### src/rtl/mem_arbiter_rr_if.sv
// Bus bundle between the round-robin memory arbiter, its requesting cores and the RAM.
// The lock vector exists only when ARB_LOCK_EN is defined.
interface mem_arbiter_rr_if #(
  parameter int NCORES = 8,
  parameter int AW     = 8,
  parameter int DW     = 8
);
  logic [NCORES-1:0]    req;
  logic [NCORES-1:0]    wren;
  logic [NCORES*AW-1:0] Address;
  logic [NCORES*DW-1:0] Din;
`ifdef ARB_LOCK_EN
  logic [NCORES-1:0]    lock;
`endif
  logic [DW-1:0]        RAMq;
  logic [NCORES-1:0]    gnt;
  logic [NCORES-1:0]    done;
  logic [DW-1:0]        Dq;
  logic [AW-1:0]        RAMAddress;
  logic [DW-1:0]        RAMDin;
  logic                 RAMwren;

  // master: the cores plus the RAM read port; slave: the arbiter itself
  modport master (
    output req, wren, Address, Din,
`ifdef ARB_LOCK_EN
    output lock,
`endif
    output RAMq,
    input  gnt, done, Dq, RAMAddress, RAMDin, RAMwren
  );

  modport slave (
    input  req, wren, Address, Din,
`ifdef ARB_LOCK_EN
    input  lock,
`endif
    input  RAMq,
    output gnt, done, Dq, RAMAddress, RAMDin, RAMwren
  );
endinterface

### src/rtl/mem_arbiter_rr.sv
// Round-robin arbiter sharing one synchronous RAM among NCORES cores, 4 cycles per access.
// Optional grant locking (up to MAX_HOLD back-to-back transactions) is enabled by ARB_LOCK_EN.
module mem_arbiter_rr #(
  parameter int NCORES   = 8,
  parameter int AW       = 8,
  parameter int DW       = 8,
  parameter int MAX_HOLD = 4
) (
  input logic              clk,
  input logic              rst_n,
  mem_arbiter_rr_if.slave  bus
);

  localparam int IW = $clog2(NCORES);
  localparam logic [NCORES-1:0] ONE = NCORES'(1);

  if (NCORES < 2 || NCORES > 8 || MAX_HOLD < 1) begin : gBadParams
    $error("mem_arbiter_rr: NCORES must be 2..8 and MAX_HOLD at least 1");
  end

  typedef enum logic [1:0] {IDLE, ISSUE, WAIT, RESP} stateT;

  stateT             state;
  logic [IW-1:0]     ptr;
  logic [IW-1:0]     curCore;
  logic              isWrite;
  logic [NCORES-1:0] gntReg;
  logic [NCORES-1:0] doneReg;
  logic [DW-1:0]     dqReg;
  logic [AW-1:0]     ramAddrReg;
  logic [DW-1:0]     ramDinReg;
  logic              ramWrenReg;

  logic [IW-1:0]     winner;
  logic              anyReq;
  logic [IW-1:0]     selCore;
  logic [AW-1:0]     selAddr;
  logic [DW-1:0]     selDin;
  logic              selWren;
  logic [IW-1:0]     nextPtr;

`ifdef ARB_LOCK_EN
  localparam int HW = $clog2(MAX_HOLD + 1);
  logic [HW-1:0]     holdCnt;
  logic              holdMore;
  assign holdMore = bus.lock[curCore] && bus.req[curCore] && (holdCnt < HW'(MAX_HOLD));
`endif

  // Scan downward so the requester closest above ptr (with wrap) is the last one written.
  always_comb begin
    int            idx;
    logic [IW-1:0] cand;
    winner = ptr;
    anyReq = 1'b0;
    idx    = 0;
    cand   = '0;
    for (int k = NCORES - 1; k >= 0; k--) begin
      idx = int'(ptr) + k;
      if (idx >= NCORES) idx = idx - NCORES;
      cand = IW'(idx);
      if (bus.req[cand]) begin
        winner = cand;
        anyReq = 1'b1;
      end
    end
  end

  // A locked reissue resamples the core already holding the grant.
  assign selCore = (state == RESP) ? curCore : winner;

  always_comb begin
    selAddr = '0;
    selDin  = '0;
    selWren = 1'b0;
    for (int k = 0; k < NCORES; k++) begin
      if (selCore == IW'(k)) begin
        selAddr = bus.Address[k*AW +: AW];
        selDin  = bus.Din[k*DW +: DW];
        selWren = bus.wren[k];
      end
    end
  end

  assign nextPtr = (curCore == IW'(NCORES - 1)) ? '0 : curCore + 1'b1;

  always_ff @(posedge clk or negedge rst_n) begin
    if (!rst_n) begin
      state      <= IDLE;
      ptr        <= '0;
      curCore    <= '0;
      isWrite    <= 1'b0;
      gntReg     <= '0;
      doneReg    <= '0;
      dqReg      <= '0;
      ramAddrReg <= '0;
      ramDinReg  <= '0;
      ramWrenReg <= 1'b0;
`ifdef ARB_LOCK_EN
      holdCnt    <= '0;
`endif
    end else begin
      case (state)
        IDLE: begin
          if (anyReq) begin
            gntReg     <= ONE << winner;
            curCore    <= winner;
            ramAddrReg <= selAddr;
            ramDinReg  <= selDin;
            ramWrenReg <= selWren;
            isWrite    <= selWren;
`ifdef ARB_LOCK_EN
            holdCnt    <= HW'(1);
`endif
            state      <= ISSUE;
          end else begin
            gntReg     <= '0;
            ramWrenReg <= 1'b0;
          end
        end
        ISSUE: begin
          ramWrenReg <= 1'b0;
          state      <= WAIT;
        end
        WAIT: begin
          if (!isWrite) dqReg <= bus.RAMq;
          doneReg <= ONE << curCore;
          state   <= RESP;
        end
        RESP: begin
          doneReg <= '0;
`ifdef ARB_LOCK_EN
          if (holdMore) begin
            ramAddrReg <= selAddr;
            ramDinReg  <= selDin;
            ramWrenReg <= selWren;
            isWrite    <= selWren;
            holdCnt    <= holdCnt + 1'b1;
            state      <= ISSUE;
          end else
`endif
          begin
            gntReg <= '0;
            ptr    <= nextPtr;
            state  <= IDLE;
          end
        end
        default: state <= IDLE;
      endcase
    end
  end

  assign bus.gnt        = gntReg;
  assign bus.done       = doneReg;
  assign bus.Dq         = dqReg;
  assign bus.RAMAddress = ramAddrReg;
  assign bus.RAMDin     = ramDinReg;
  assign bus.RAMwren    = ramWrenReg;

endmodule

### src/flat_wrapper.sv
// flat-port wrapper written by rule: the top's interface ports become plain ports
module mem_arbiter_rr_flat 
#(
  parameter int NCORES   = 8,
  parameter int AW       = 8,
  parameter int DW       = 8,
  parameter int MAX_HOLD = 4
)
  (clk, rst_n, bus_req, bus_wren, bus_Address, bus_Din, bus_RAMq, bus_gnt, bus_done, bus_Dq, bus_RAMAddress, bus_RAMDin, bus_RAMwren);
  mem_arbiter_rr_if #(.NCORES(NCORES), .AW(AW), .DW(DW)) bus_i ();
  input logic clk;
  input logic rst_n;
  input wire logic [$bits(bus_i.req)-1:0] bus_req;
  input wire logic [$bits(bus_i.wren)-1:0] bus_wren;
  input wire logic [$bits(bus_i.Address)-1:0] bus_Address;
  input wire logic [$bits(bus_i.Din)-1:0] bus_Din;
  input wire logic [$bits(bus_i.RAMq)-1:0] bus_RAMq;
  output wire logic [$bits(bus_i.gnt)-1:0] bus_gnt;
  output wire logic [$bits(bus_i.done)-1:0] bus_done;
  output wire logic [$bits(bus_i.Dq)-1:0] bus_Dq;
  output wire logic [$bits(bus_i.RAMAddress)-1:0] bus_RAMAddress;
  output wire logic [$bits(bus_i.RAMDin)-1:0] bus_RAMDin;
  output wire logic [$bits(bus_i.RAMwren)-1:0] bus_RAMwren;
  assign bus_i.req = bus_req;
  assign bus_i.wren = bus_wren;
  assign bus_i.Address = bus_Address;
  assign bus_i.Din = bus_Din;
  assign bus_i.RAMq = bus_RAMq;
  assign bus_gnt = bus_i.gnt;
  assign bus_done = bus_i.done;
  assign bus_Dq = bus_i.Dq;
  assign bus_RAMAddress = bus_i.RAMAddress;
  assign bus_RAMDin = bus_i.RAMDin;
  assign bus_RAMwren = bus_i.RAMwren;
  mem_arbiter_rr #(.NCORES(NCORES), .AW(AW), .DW(DW), .MAX_HOLD(MAX_HOLD)) u_core (.clk(clk), .rst_n(rst_n), .bus(bus_i));
endmodule
### config.mk
export PLATFORM = sky130hd
export DESIGN_NAME = mem_arbiter_rr_flat
export DESIGN_NICKNAME = d
export VERILOG_FILES = /design/src/rtl/mem_arbiter_rr_if.sv /design/src/rtl/mem_arbiter_rr.sv /design/src/flat_wrapper.sv
export SDC_FILE = /design/constraint.sdc
export NUM_CORES = 1
export LEC_CHECK = 0
export ABC_AREA = 1
export CELL_PAD_IN_SITES_DETAIL_PLACEMENT = 0
export CELL_PAD_IN_SITES_GLOBAL_PLACEMENT = 1
export CORE_UTILIZATION = 28
export CTS_CLUSTER_SIZE = 24
export DETAILED_ROUTE_END_ITERATION = 12
export HOLD_SLACK_MARGIN = 0.15
export PLACE_DENSITY = 0.88
export SLEW_MARGIN = 20
export SYNTH_ARGS = -nofsm -noshare
export SYNTH_HDL_FRONTEND = slang
export SYNTH_SLANG_ARGS = --single-unit
### constraint.sdc
create_clock -name clk -period 4.2 [get_ports clk]
set_clock_uncertainty 0.15 [all_clocks]
set_input_delay 1.26 -clock clk [delete_from_list [all_inputs] [get_ports clk]]
set_output_delay 1.26 -clock clk [all_outputs]
set_load 0.02 [all_outputs]
==> results.rst <==
.. list-table::
   :header-rows: 1

   * - Metric
     - Value
   * - Initial core utilization
     - 0.290
   * - Number of top-level design ports
     - around 200
   * - Number of optimization iterations in the first detailed-route pass
     - 4
   * - End point of the worst hold path
     - u_core.bus.RAMDin[6]$_DFFE_PN0P_
   * - Kind of end point of the critical path
     - flip-flop
   * - CTS Buf Count
     - 5
   * - Worst Path Required
     - between 4 and 5 ns
   * - Core box area
     - between 10,000 and 15,000 um2
   * - Met1 Usage GRT
     - 0.260
   * - Routing usage on met3
     - 0.0283
   * - Area growth from synthesis to final layout
     - 56.9%
   * - Slew at the pin closest to its max-slew limit
     - approximately 0.89 ns
   * - Count of flip-flops with a built-in enable after synthesis
     - 0
   * - Total setup violations reported at the end of the flow
     - 0
   * - Synth Flop Type
     - sky130_fd_sc_hd__dfrtp_1
   * - TritonCTS clock tree
     - yes
   * - Synth top area share
     - 0.307
   * - DR vias/cell
     - 4.62
   * - Total leakage power
     - between 2 and 3 nW
   * - Reg2reg path depth
     - 25
   * - Horizontal die dimension
     - 123 um
   * - Leading cell type by number of instances after synthesis
     - sky130_fd_sc_hd__nand2_1
   * - Hold Path Cell Cnt
     - 2
   * - TNS Setup
     - 0 ns
   * - Number of clock sinks seen by CTS
     - 50
   * - Max H-tree Level
     - 2
   * - Met2 usage in global routing
     - 0.294
   * - Synth Register Bits
     - 50
   * - Final weighted congestion in routability-driven placement
     - ~0.95
   * - Worst path slowest cell
     - sky130_fd_sc_hd__clkdlybuf4s50_1
   * - Number of rows in the core area
     - between 40 and 50
   * - Gate count after technology mapping
     - 594
   * - Mean Syn Cell Area
     - about 6.9 um2
   * - Relative slew slack
     - 0.406
   * - Height of the die
     - approximately 120 um
   * - Cell types occupying the most area after synthesis
     - sky130_fd_sc_hd__dfrtp_1, sky130_fd_sc_hd__nand2_1, sky130_fd_sc_hd__nor2_1
   * - Worst min-delay path category
     - flip-flop to flip-flop
   * - Total Die Area
     - around 15,000 um2
   * - Synth warn
     - 0
   * - Power density over the cells
     - about 1000 nW/um2
   * - Top cells by instance count after synthesis
     - sky130_fd_sc_hd__nand2_1, sky130_fd_sc_hd__nor2_1, sky130_fd_sc_hd__dfrtp_1
   * - Run status
     - finished clean
   * - Final worst path period share
     - 0.921
   * - Number of buffers on the longest clock path
     - 2
   * - CP Max Fanout
     - 16
   * - Setup repair bufs after CTS
     - 0
   * - Number of distinct standard cells referenced by the synthesized netlist
     - 34
   * - Via count of the first global-routing pass
     - approximately 4,200
   * - Fraction of registers with async set or reset after synthesis
     - 1.00
   * - Number of maximum-capacitance constraint violations
     - 0
   * - Routed wire length per instance
     - about 14 um
   * - Final Slew Violations
     - 0
   * - Total global routing overflow
     - 0
   * - Antenna violations before repair
     - 0
   * - R2r endpoint
     - u_core.bus.RAMDin[2]$_DFFE_PN0P_
   * - Clock Root Buffer
     - sky130_fd_sc_hd__clkbuf_16
   * - Detailed-route DRC error count
     - 0
   * - Path type of the worst setup path
     - input port to flip-flop
   * - Post-synth top area cell
     - sky130_fd_sc_hd__dfrtp_1
   * - Number of failing hold endpoints at the final stage
     - 0
   * - Clock-pin slew on the worst setup and hold paths
     - 0.07 ns
   * - Start point of the worst hold path
     - u_core.bus.RAMDin[6]$_DFFE_PN0P_
   * - Dpl hpwl
     - about 12,000 um
   * - Core Util, Final
     - 0.456
   * - Pin count of the biggest net entering global routing
     - 39
   * - Startpoint type of the worst setup path
     - input port
   * - Largest voltage drop on the vdd net
     - 0.488 mV
   * - Antenna viol nets, final
     - 0
   * - Fraction of layout instances using a drive strength above 1
     - 0.128
   * - Global-route wire length before repair
     - 21,500 um
   * - FILL cells
     - ~1,400
   * - Global-route total usage across every layer
     - 0.185
   * - Critical Path Max Stage Delay
     - approximately 0.52 ns
   * - Number of instances resized during post-cts repair
     - 0
   * - Total power consumption of the routed design
     - around 6.7 mW
   * - Mapped Nets
     - 760
   * - Critical R2R Launch
     - u_core.ptr[1]$_DFFE_PN0P_
   * - Sequential-to-total area share from yosys stat
     - 0.307
   * - Maximum clock rate
     - roughly 0.26 GHz
   * - Worst path arrival time
     - 3.90 ns
   * - Vias
     - 4,485
   * - Most repeated library cell on the critical path
     - sky130_fd_sc_hd__nand2_1
   * - Netlist Area Pre-Place
     - 4080 um2
   * - Layout Nets
     - ~960
   * - Number of buffers inserted by port buffering
     - 194
   * - Antenna diode count
     - 0
   * - Worst setup slack before clock tree synthesis
     - approximately 0.059 ns
   * - Final wirelength
     - roughly 14,000 um
   * - RSZ-0062 raised after global routing
     - no
   * - Final worst hold slack
     - between 0.3 and 0.4 ns
   * - Layer with the highest usage after global routing
     - met2
   * - Iter 0 DRT Violations
     - 200
   * - Final setup margin
     - 0.330 ns
   * - R2R Setup Slk
     - approximately 0.54 ns
   * - Clock period minus worst slack
     - between 3 and 4 ns
   * - Clk Latency, worst-skew pair
     - a little under 0.3 ns
   * - Number of buffers added to fix hold violations after cts
     - 0
## area by class of cell
class / instances / area, um2 / share of cell area
repair buffers: 214 / 2120 / 0.332
clock buffers: 5 / 125 / 0.0196
clock inverters: 3 / 21.3 / 0.00332
well taps: 180 / 225 / 0.0352
flip-flops and latches: 50 / 1250 / 0.196
inverters: 55 / 211 / 0.0330
multi-input cells: 464 / 2440 / 0.381
## cells in the final DEF, fill, tap and decap left out, types with 2 or more instances in the layout
cell                              count
sky130_fd_sc_hd__mux2_2               8
sky130_fd_sc_hd__o22ai_1              7
sky130_fd_sc_hd__inv_1               48
sky130_fd_sc_hd__clkdlybuf4s50_1    193
sky130_fd_sc_hd__dfrtp_1             50
sky130_fd_sc_hd__nand2_4              8
sky130_fd_sc_hd__buf_4               17
sky130_fd_sc_hd__nor2_4               3
sky130_fd_sc_hd__nand3_2             14
sky130_fd_sc_hd__buf_12               3
sky130_fd_sc_hd__nand2_1            183
sky130_fd_sc_hd__clkbuf_16            5
sky130_fd_sc_hd__xnor2_1              2
sky130_fd_sc_hd__a21oi_1             21
sky130_fd_sc_hd__nand4_1             37
sky130_fd_sc_hd__inv_2                4
sky130_fd_sc_hd__ha_1                12
sky130_fd_sc_hd__inv_4                2
sky130_fd_sc_hd__o21ai_0             19
sky130_fd_sc_hd__nand2_2             13
sky130_fd_sc_hd__o21ai_2              2
sky130_fd_sc_hd__nand3_1             47
sky130_fd_sc_hd__nor3_4               2
sky130_fd_sc_hd__nor2_1              67
sky130_fd_sc_hd__nor2_2              12
## stage by stage
stage	cells	area (um2)
3_3_place_gp	963	6250
4_1_cts	971	6400
3_5_place_dp	963	6250
2_1_floorplan	594	4080
5_1_grt	971	6400
6_report	971	6400
## power breakdown
part / switching [mW] / total [mW] / internal (mW) / leakage, nW
combinational: 3.39 / 5.43 / 2.04 / 2.18
sequential: 0.151 / 0.853 / 0.702 / 0.632
clock: 0.182 / 0.403 / 0.221 / 0.0698
total: 3.72 / 6.69 / 2.97 / 2.88
## cell families (layout without fill, tap and decap cells)
kind of cell	count (synthesis)	count (layout)	share of synthesized area
AND/OR/NAND/NOR	389	389	0.460
AO/OA/AOI/OAI	51	51	0.0693
multiplexers	8	8	0.0221
adder cells (fa/ha/maj)	12	12	0.0368
flip-flops	50	50	0.307
XOR/XNOR	4	4	0.0104
buffers and inverters	80	277	0.0948
## worst max path at each step
stage,startpoint,cells past startpoint,endpoint,slack (ns)
detailed placement,bus_req[5],25,u_core.bus.RAMDin[2]$_DFFE_PN0P_,0.06
finish,bus_req[5],25,u_core.bus.RAMDin[2]$_DFFE_PN0P_,0.33
global placement,bus_req[7],25,u_core.bus.RAMDin[2]$_DFFE_PN0P_,0.12
global route,bus_req[5],25,u_core.bus.RAMDin[2]$_DFFE_PN0P_,0.07
CTS,bus_req[7],25,u_core.bus.RAMDin[2]$_DFFE_PN0P_,0.36
floorplan,bus_req[4],20,u_core.bus.RAMAddress[0]$_DFFE_PN0P_,0.93
## registers in the layout, summed over array words and instances (netlist names)
| name | flops |
|---|---|
| u_core.isWrite | 1 |
| u_core.bus.RAMDin | 8 |
| u_core.bus.done | 8 |
| u_core.bus.gnt | 8 |
| u_core.curCore | 3 |
| u_core.bus.Dq | 8 |
| u_core.state | 2 |
| u_core.bus.RAMwren | 1 |
| u_core.bus.RAMAddress | 8 |
| u_core.ptr | 3 |
## routing by layer
metal	up-vias	routed length (um)
met4	0	291
met5	-	0
met2	162	6550
met1	1984	6440
li1	2322	-
met3	17	770
## worst max-delay path, delay by kind of cell
kind,cells,cell delay [ns]
AND/OR/NAND/NOR,22,1.92
buffers and inverters,3,0.71
No activity file was read; power rests on OpenSTA's default activity.
